--- src/rtl/hit_resolver.sv ---
// hit_resolver: decides when an active attack frame connects with the
// opponent. It issues one-cycle stun pulses, tracks health and declares
// the round result.
module hit_resolver #(
  parameter int PLAYER_WIDTH = 64,
  parameter int I_RANGE      = 32,
  parameter int D_RANGE      = 48,
  parameter int MAX_HEALTH   = 3
) (
  input  logic       clk_60Hz,
  input  logic       reset,
  input  logic [9:0] player1_pos_x,
  input  logic [9:0] player2_pos_x,
  input  logic [3:0] player1_state,
  input  logic [3:0] player2_state,
  output logic [1:0] stunmode1,
  output logic [1:0] stunmode2,
  output logic [1:0] p1_health,
  output logic [1:0] p2_health,
  output logic       game_over,
  output logic [1:0] winner
);

  localparam logic [3:0]  ST_BACK  = 4'd2;
  localparam logic [3:0]  ST_N_ACT = 4'd4;
  localparam logic [3:0]  ST_D_ACT = 4'd7;
  localparam logic [10:0] PW       = 11'(PLAYER_WIDTH);
  localparam logic [10:0] I_R      = 11'(I_RANGE);
  localparam logic [10:0] D_R      = 11'(D_RANGE);
  localparam logic [1:0]  MAX_H    = 2'(MAX_HEALTH);

  // Index 0 is P1, index 1 is P2. A strike by attacker gi lands on 1-gi.
  logic [1:0][3:0] att_state;
  logic [1:0]      swinging;
  logic [1:0]      in_range;
  logic [1:0]      strike;
  logic [1:0]      blocked;
  logic [1:0]      consumed_reg;
  logic [1:0]      consumed_next;
  logic [1:0][1:0] stun_reg;
  logic [1:0][1:0] stun_next;
  logic [1:0][1:0] health_reg;
  logic [1:0][1:0] health_next;
  logic            game_over_reg;
  logic            game_over_next;
  logic [1:0]      winner_reg;
  logic [1:0]      winner_next;

  logic [10:0] front_sum;
  logic [10:0] gap;

  // P1 faces right, so its front edge is the left edge plus the body
  // width. Overlapping bodies count as a gap of zero.
  assign front_sum = {1'b0, player1_pos_x} + PW;
  assign gap = (front_sum >= {1'b0, player2_pos_x}) ? 11'd0
             : ({1'b0, player2_pos_x} - front_sum);

  assign att_state[0] = player1_state;
  assign att_state[1] = player2_state;

  genvar gi;
  generate
    for (gi = 0; gi < 2; gi++) begin : g_att
      assign swinging[gi] = (att_state[gi] == ST_N_ACT) || (att_state[gi] == ST_D_ACT);
      assign in_range[gi] = ((att_state[gi] == ST_N_ACT) && (gap < I_R)) ||
                            ((att_state[gi] == ST_D_ACT) && (gap < D_R));
      // The consumed flag stops a long active window from striking twice.
      assign strike[gi]  = in_range[gi] && !consumed_reg[gi] && !game_over_reg;
      assign blocked[gi] = (att_state[1-gi] == ST_BACK);
      assign consumed_next[gi] = swinging[gi] && (consumed_reg[gi] || strike[gi]);
      assign stun_next[1-gi] = !strike[gi] ? 2'b00 : (blocked[gi] ? 2'b10 : 2'b01);
      assign health_next[1-gi] = (strike[gi] && !blocked[gi] && (health_reg[1-gi] != 2'd0))
                               ? (health_reg[1-gi] - 2'd1) : health_reg[1-gi];
    end
  endgenerate

  // Round end: latch the result the first time any health value reaches zero.
  always_comb begin
    game_over_next = game_over_reg;
    winner_next    = winner_reg;
    if (!game_over_reg && ((health_next[0] == 2'd0) || (health_next[1] == 2'd0))) begin
      game_over_next = 1'b1;
      winner_next    = {health_next[0] == 2'd0, health_next[1] == 2'd0};
    end
  end

  // State register. Reset wins over any strike on the same edge.
  always_ff @(posedge clk_60Hz) begin
    if (reset) begin
      stun_reg      <= '0;
      health_reg    <= {MAX_H, MAX_H};
      consumed_reg  <= '0;
      game_over_reg <= 1'b0;
      winner_reg    <= 2'b00;
    end else begin
      stun_reg      <= stun_next;
      health_reg    <= health_next;
      consumed_reg  <= consumed_next;
      game_over_reg <= game_over_next;
      winner_reg    <= winner_next;
    end
  end

  assign stunmode1 = stun_reg[0];
  assign stunmode2 = stun_reg[1];
  assign p1_health = health_reg[0];
  assign p2_health = health_reg[1];
  assign game_over = game_over_reg;
  assign winner    = winner_reg;

endmodule

--- config.mk ---
export PLATFORM = sky130hd
export DESIGN_NAME = hit_resolver
export DESIGN_NICKNAME = d
export VERILOG_FILES = /design/src/rtl/hit_resolver.sv
export SDC_FILE = /design/constraint.sdc
export NUM_CORES = 1
export LEC_CHECK = 0
export ABC_AREA = 0
export CORE_MARGIN = 8
export CORE_UTILIZATION = 25
export DETAILED_ROUTE_END_ITERATION = 6
export HOLD_SLACK_MARGIN = 0.05
export PLACE_DENSITY_LB_ADDON = 0.2
export SLEW_MARGIN = 20
export SYNTH_ARGS = -nofsm -noshare
export SYNTH_HDL_FRONTEND = slang
export SYNTH_SLANG_ARGS = --single-unit
export TNS_END_PERCENT = 50
--- constraint.sdc ---
create_clock -name clk_60Hz -period 3.6 [get_ports clk_60Hz]
set_input_delay 0.72 -clock clk_60Hz [delete_from_list [all_inputs] [get_ports clk_60Hz]]
set_output_delay 0.72 -clock clk_60Hz [all_outputs]
set_load 0.02 [all_outputs]
# Word-level counts from Yosys, hierarchy flattened
# Index checks and enable logic that the tools add are counted.
# totals
register_bits	13
inputBits	30
output_inout_bits	11
wordCells	60
# op_classes
add_sub_neg	4
mux	5
n_eq_ne	6
n_reduce_logical	33
n_bitwise	2
order_cmp	3
# ops
cell	count
$lt A11 B6 Y1 const B	2
$eq A4 B3 Y1 const B	4
$logic_and A1 B1 Y1	15
$add A10 B7 Y11 const B	1
$ge A11 B10 Y1	1
$mux W11	1
$sub A10 B11 Y11	1
$eq A4 B2 Y1 const B	2
$mux W2	4
$logic_or A1 B1 Y1	7
$logic_not A1 Y1	5
$logic_not A2 Y1	2
$reduce_bool A2 Y1	2
$reduce_or A2 Y1	2
$sub A2 B1 Y2 const B	2
$not A1 Y1	2

# Longest topological paths before layout
# depth
ltp_word	14
ltp_mapped	12
depth_no_buf	11

# Least setup slack after synthesis
# OpenSTA, ideal clock, no wires.
# synth_path
path_kind	in2reg
startpoint	input port player1_pos_x[6]
endpoint	register winner_reg[0] (netlist: winner[0])
path_slack_ns	0.339
required_time_ns	3.483
path_stages	11
setup_time_ns	0.117
arrival_time_ns	3.144
path_buffers	0
path_cell_list	nand3_1 > xor2_1 > ha_1 > xor2_1 > or3_1 > a21oi_1 > mux2i_1 > o221a_4 > nor4b_4 > mux2_4 > a22o_1
# synth_between
elab_chain_cells	14
word_cells_on_any_way	26
cone_classes	add/sub (2); order compare (3); mux (3); reduce/logical (18)
# synth_rtl
item	line	text
start, declared	12	input logic [9:0] player1_pos_x,
$add A10 B7 Y11 *	54	assign front_sum = {1'b0, player1_pos_x} + PW;
$sub A10 B11 Y11 / $ge A11 B10 Y1 (equally long branches)	56, 55	
$mux W11 *	55	assign gap = (front_sum >= {1'b0, player2_pos_x}) ? 11'd0
$lt A11 B6 Y1, on equally long branches	65, 66	
$logic_and A1 B1 Y1, on equally long branches	65, 66	
$logic_or A1 B1 Y1	65	assign in_range[gi] = ((att_state[gi] == ST_N_ACT) && (gap < I_R)) ||
$logic_and A1 B1 Y1 (2 in a row)	68	assign strike[gi] = in_range[gi] && !consumed_reg[gi] && !game_over_reg;
$logic_and A1 B1 Y1 (2 in a row)	72	assign health_next[1-gi] = (strike[gi] && !blocked[gi] && (health_reg[1-gi] != 2'd0))
$mux W2	73	? (health_reg[1-gi] - 2'd1) : health_reg[1-gi];
$logic_not A2 Y1, on equally long branches	81, 83	
$logic_or A1 B1 Y1	81	if (!game_over_reg && ((health_next[0] == 2'd0) || (health_next[1] == 2'd0))) begin
$logic_and A1 B1 Y1	81	
end signal, assigned	100	winner_reg <= winner_next;
end, declared	46	logic [1:0] winner_reg;
# Mark *: on every way between the ends. The rest lies on a longest branch, timed or not.
# A chain may end at the register's enable or synchronous reset.

# Worst setup path in the final report
# layout_path
startpoint	input port player1_pos_x[9]
endpoint	register winner_reg[0] (netlist: winner[0])
# The elaborated chain is that of the path after synthesis.

==> summary.txt <==
Outcome
  – Status: finished clean

Clock network
  – CTS H-tree lvls: 1
  – CTS tree: built
  – Root Driver: clkbuf_8
  – CTS max path bufs: 2
  – Cts-stage hold buffer count: 0
  – CTS Buf Count: 3
  – Post-CTS Setup Bufs: 0
  – Clk sinks: 13
  – Clk_lat worst skew: 0.24 ns
  – Clock slew seen by the registers of the worst setup and hold paths: 0.05 ns

Critical path
  – Reg-to-reg slack, setup: 1.68 ns
  – End of the critical path: winner[0]
  – Required @ worst endpoint: 3.73 ns
  – Critical path's slowest cell: clkdlybuf4s50_1
  – Worst Setup Start Kind: primary input
  – CP Class: in2reg
  – WP data arrival: 3.54 ns
  – Crit end category: register
  – Worst r2r dst: winner[1]
  – Crit Path Max Fanout: 3
  – Worst Reg-to-Reg Cells: 6
  – Cells along the critical path: clkdlybuf4s50_1 -> xor2_1 -> ha_1 -> xor2_1 -> or3_1 -> a21oi_2 -> mux2i_1 -> o221a_4 -> nor4b_4 -> mux2_4 -> a22o_1
  – Worst R2R Start: p1_health[0]
  – Most used cell, CP: xor2_1
  – Largest stage delay, worst path: 0.44 ns
  – Crit path from: player1_pos_x[9]

Synth
  – Synthesis warning total: 0
  – Seq/Total Area, Yosys: 23.1%
  – Post-synth EDFFs: 0
  – Post-synth ARST share: 0%
  – Most used DFF post-synth: dfxtp_1
  – Unique masters post-synth: 38
  – Synthesized flop and latch total: 13
  – Synth Instances: 136
  – Synth Area per Inst: 8.30 um^2
  – Mapped Area: 1130 um^2
  – Post-Syn Nets: 179

Power and ir drop
  – Sequential power share: 32.8%
  – Internal power: 319 uW
  – Leak Pwr: 0.770 nW
  – Tot Pwr: 459 uW
  – Clk pwr share: 28.1%
  – Fraction of power spent switching nets: 30.6%
  – Pwr Density: 266 nW/um^2
  – Comb power frac: 39.1%
  – Switching power: 141 uW
  – Maximum vdd drop: 0.0986 mV

STA
  – Slew at the pin with the worst max-slew slack: 0.506 ns
  – Final Hold Viols: 0
  – Max transition margin: 65.8%
  – Max Fclk: 293 MHz
  – Slew Viols, Final: 0
  – Unrepaired setup endpoints after global routing: no
  – Fin Clk Skew: 0.00383 ns
  – Setup violators final: 0
  – WHS: 0.460 ns
  – Crit share post-route: 94.7%
  – Tmin final: 3.41 ns

Placement
  – I/O Buffers: 40
  – Detail Placement HPWL: 2.54 mm
  – Placed cell area: 1660 um^2
  – Gp weighted congestion: 0.748

Die
  – Std-Cell Rows: 24
  – Die area: 6920 um^2
  – Ports: 41
  – Die Wd: 83.2 um
  – Die H: 83.2 um
  – Core Footprint: 4350 um^2
  – Initial core utilization: 25.9%

GRT
  – Total congestion overflow: 0
  – Global Route Usage Sum: 8.27%
  – First-pass GRT wire length: 4.87 mm
  – Vias in the first global route: 1139
  – Initial antenna violation count: 0
  – Largest net degree at the start of global routing: 11

Route
  – ANT nets after route: 0
  – DRC: 0
  – Avg WL per Cell: 12.1 um
  – Routed WL: 2.90 mm
  – Vias per inst: 4.68
  – Via count: 1124
  – Initial DRC count: 37
  – Pre-Repair DR Iteration Count: 4

Final layout
  – Number of diodes: 0
  – Commonest cells after routing, fill and taps aside: 37 x clkdlybuf4s50_1, 16 x nor2_1, 15 x inv_1
  – Final net count: 232
  – Final Util: 39.7%
  – Area grow syn2layout: 53.2%
  – Share of cells above drive strength 1: 13.8%
  – Commonest non-fill, non-tap cell in the layout: clkdlybuf4s50_1
  – Final instance area: 1730 um^2

Flow run
  – Max-Cap Viols: 0

Hold path
  – Worst hold path type: reg2reg
==> Yosys cell counts, types with 2 or more instances <==
| cell | number | area [um^2] |
|---|---|---|
| nor3_1 | 4 | 20.0 |
| mux2i_1 | 5 | 50.1 |
| clkbuf_1 | 2 | 7.51 |
| and2_1 | 2 | 12.5 |
| nand2_1 | 10 | 37.5 |
| a31oi_1 | 2 | 12.5 |
| nand3_1 | 5 | 25.0 |
| o21a_1 | 2 | 15.0 |
| xnor2_1 | 5 | 43.8 |
| dfxtp_1 | 13 | 260 |
| nand2b_1 | 2 | 12.5 |
| nor4_1 | 3 | 18.8 |
| o21ai_0 | 2 | 10.0 |
| xor2_1 | 3 | 26.3 |
| nor2_1 | 16 | 60.1 |
| or3_1 | 3 | 18.8 |
| nand3b_1 | 2 | 15.0 |
| nor4b_1 | 2 | 17.5 |
| o21ai_2 | 2 | 17.5 |
| inv_1 | 15 | 56.3 |
| ha_1 | 13 | 163 |
| nor2b_1 | 3 | 18.8 |
| a21oi_1 | 5 | 25.0 |
==> critical path, delay by kind of cell <==
| kind | cells | cell delay, ns |
|---|---|---|
| AOI/OAI and AO/OA | 3 | 0.62 |
| buffers and inverters | 1 | 0.44 |
| adders and majority gates | 1 | 0.34 |
| xor gates and xnor gates | 2 | 0.35 |
| muxes | 2 | 0.43 |
| and+or+nand+nor | 2 | 0.63 |
==> cell type report <==
class                      count  area (um^2)
inverter                      15         56.3
clock buffer                   4         45.0
fill                         439         2630
multi-input combinational    106          820
tap                           52         65.1
timing repair buffer          50          483
sequential                    13          260
==> what timing repair did <==
| action | CTS | global route |
|---|---|---|
| pin swaps | 1 | 4 |
| resized for setup | 0 | 6 |
| hold endpoints to repair | 0 | 0 |
| setup endpoints to repair | 1 | 6 |
==> worst min-delay path by stage <==
stage | to | cells past startpoint | startpoint
floorplan | consumed_reg[0] | 1 | consumed_reg[0]
global placement | consumed_reg[0] | 1 | consumed_reg[0]
detailed placement | consumed_reg[1] | 1 | consumed_reg[1]
CTS | winner[1] | 2 | winner[1]
global route | winner[1] | 2 | winner[1]
finish | winner[1] | 2 | winner[1]
==> per-stage QoR <==
stage | setup TNS [ns] | cells | setup slack, ns
2_1_floorplan | 0 | 136 | 0.339
3_3_place_gp | -0.382 | 236 | -0.132
3_5_place_dp | -1.13 | 236 | -0.252
4_1_cts | 0 | 240 | 0.0357
5_1_grt | 0 | 240 | 0.0571
6_report | 0 | 240 | 0.191
==> logic make-up (layout without fill, tap and decap cells) <==
family / after synthesis / count (layout) / share of synthesized area (%)
flip-flops: 13 / 13 / 23.1
buffers and inverters: 17 / 69 / 5.65
AND/OR/NAND/NOR: 57 / 57 / 28.7
adder cells (fa/ha/maj): 13 / 13 / 14.4
AO/OA/AOI/OAI: 22 / 22 / 16.2
XOR/XNOR: 8 / 8 / 6.21
multiplexers: 6 / 6 / 5.76
==> per-layer routing <==
layer | vias up | GRT usage [%] | wire length (um)
met1 | 510 | 8.56 | 1260
met5 | - | 0 | 0
met4 | 0 | 3.35 | 46
li1 | 583 | - | -
met2 | 26 | 14.6 | 1400
met3 | 5 | 3.03 | 196
==> power by group through the flow <==
| stage | clock [mW] | combinational, mW | sequential [mW] |
|---|---|---|---|
| after global routing | 0.143 | 0.199 | 0.151 |
| after detailed placement | 0 | 0.178 | 0.154 |
| final | 0.129 | 0.180 | 0.151 |
| after global placement | 0 | 0.174 | 0.153 |
| after CTS | 0.135 | 0.179 | 0.151 |
| after floorplan | 0 | 0.105 | 0.157 |
Note: power is estimated with default switching activity, not from simulation.
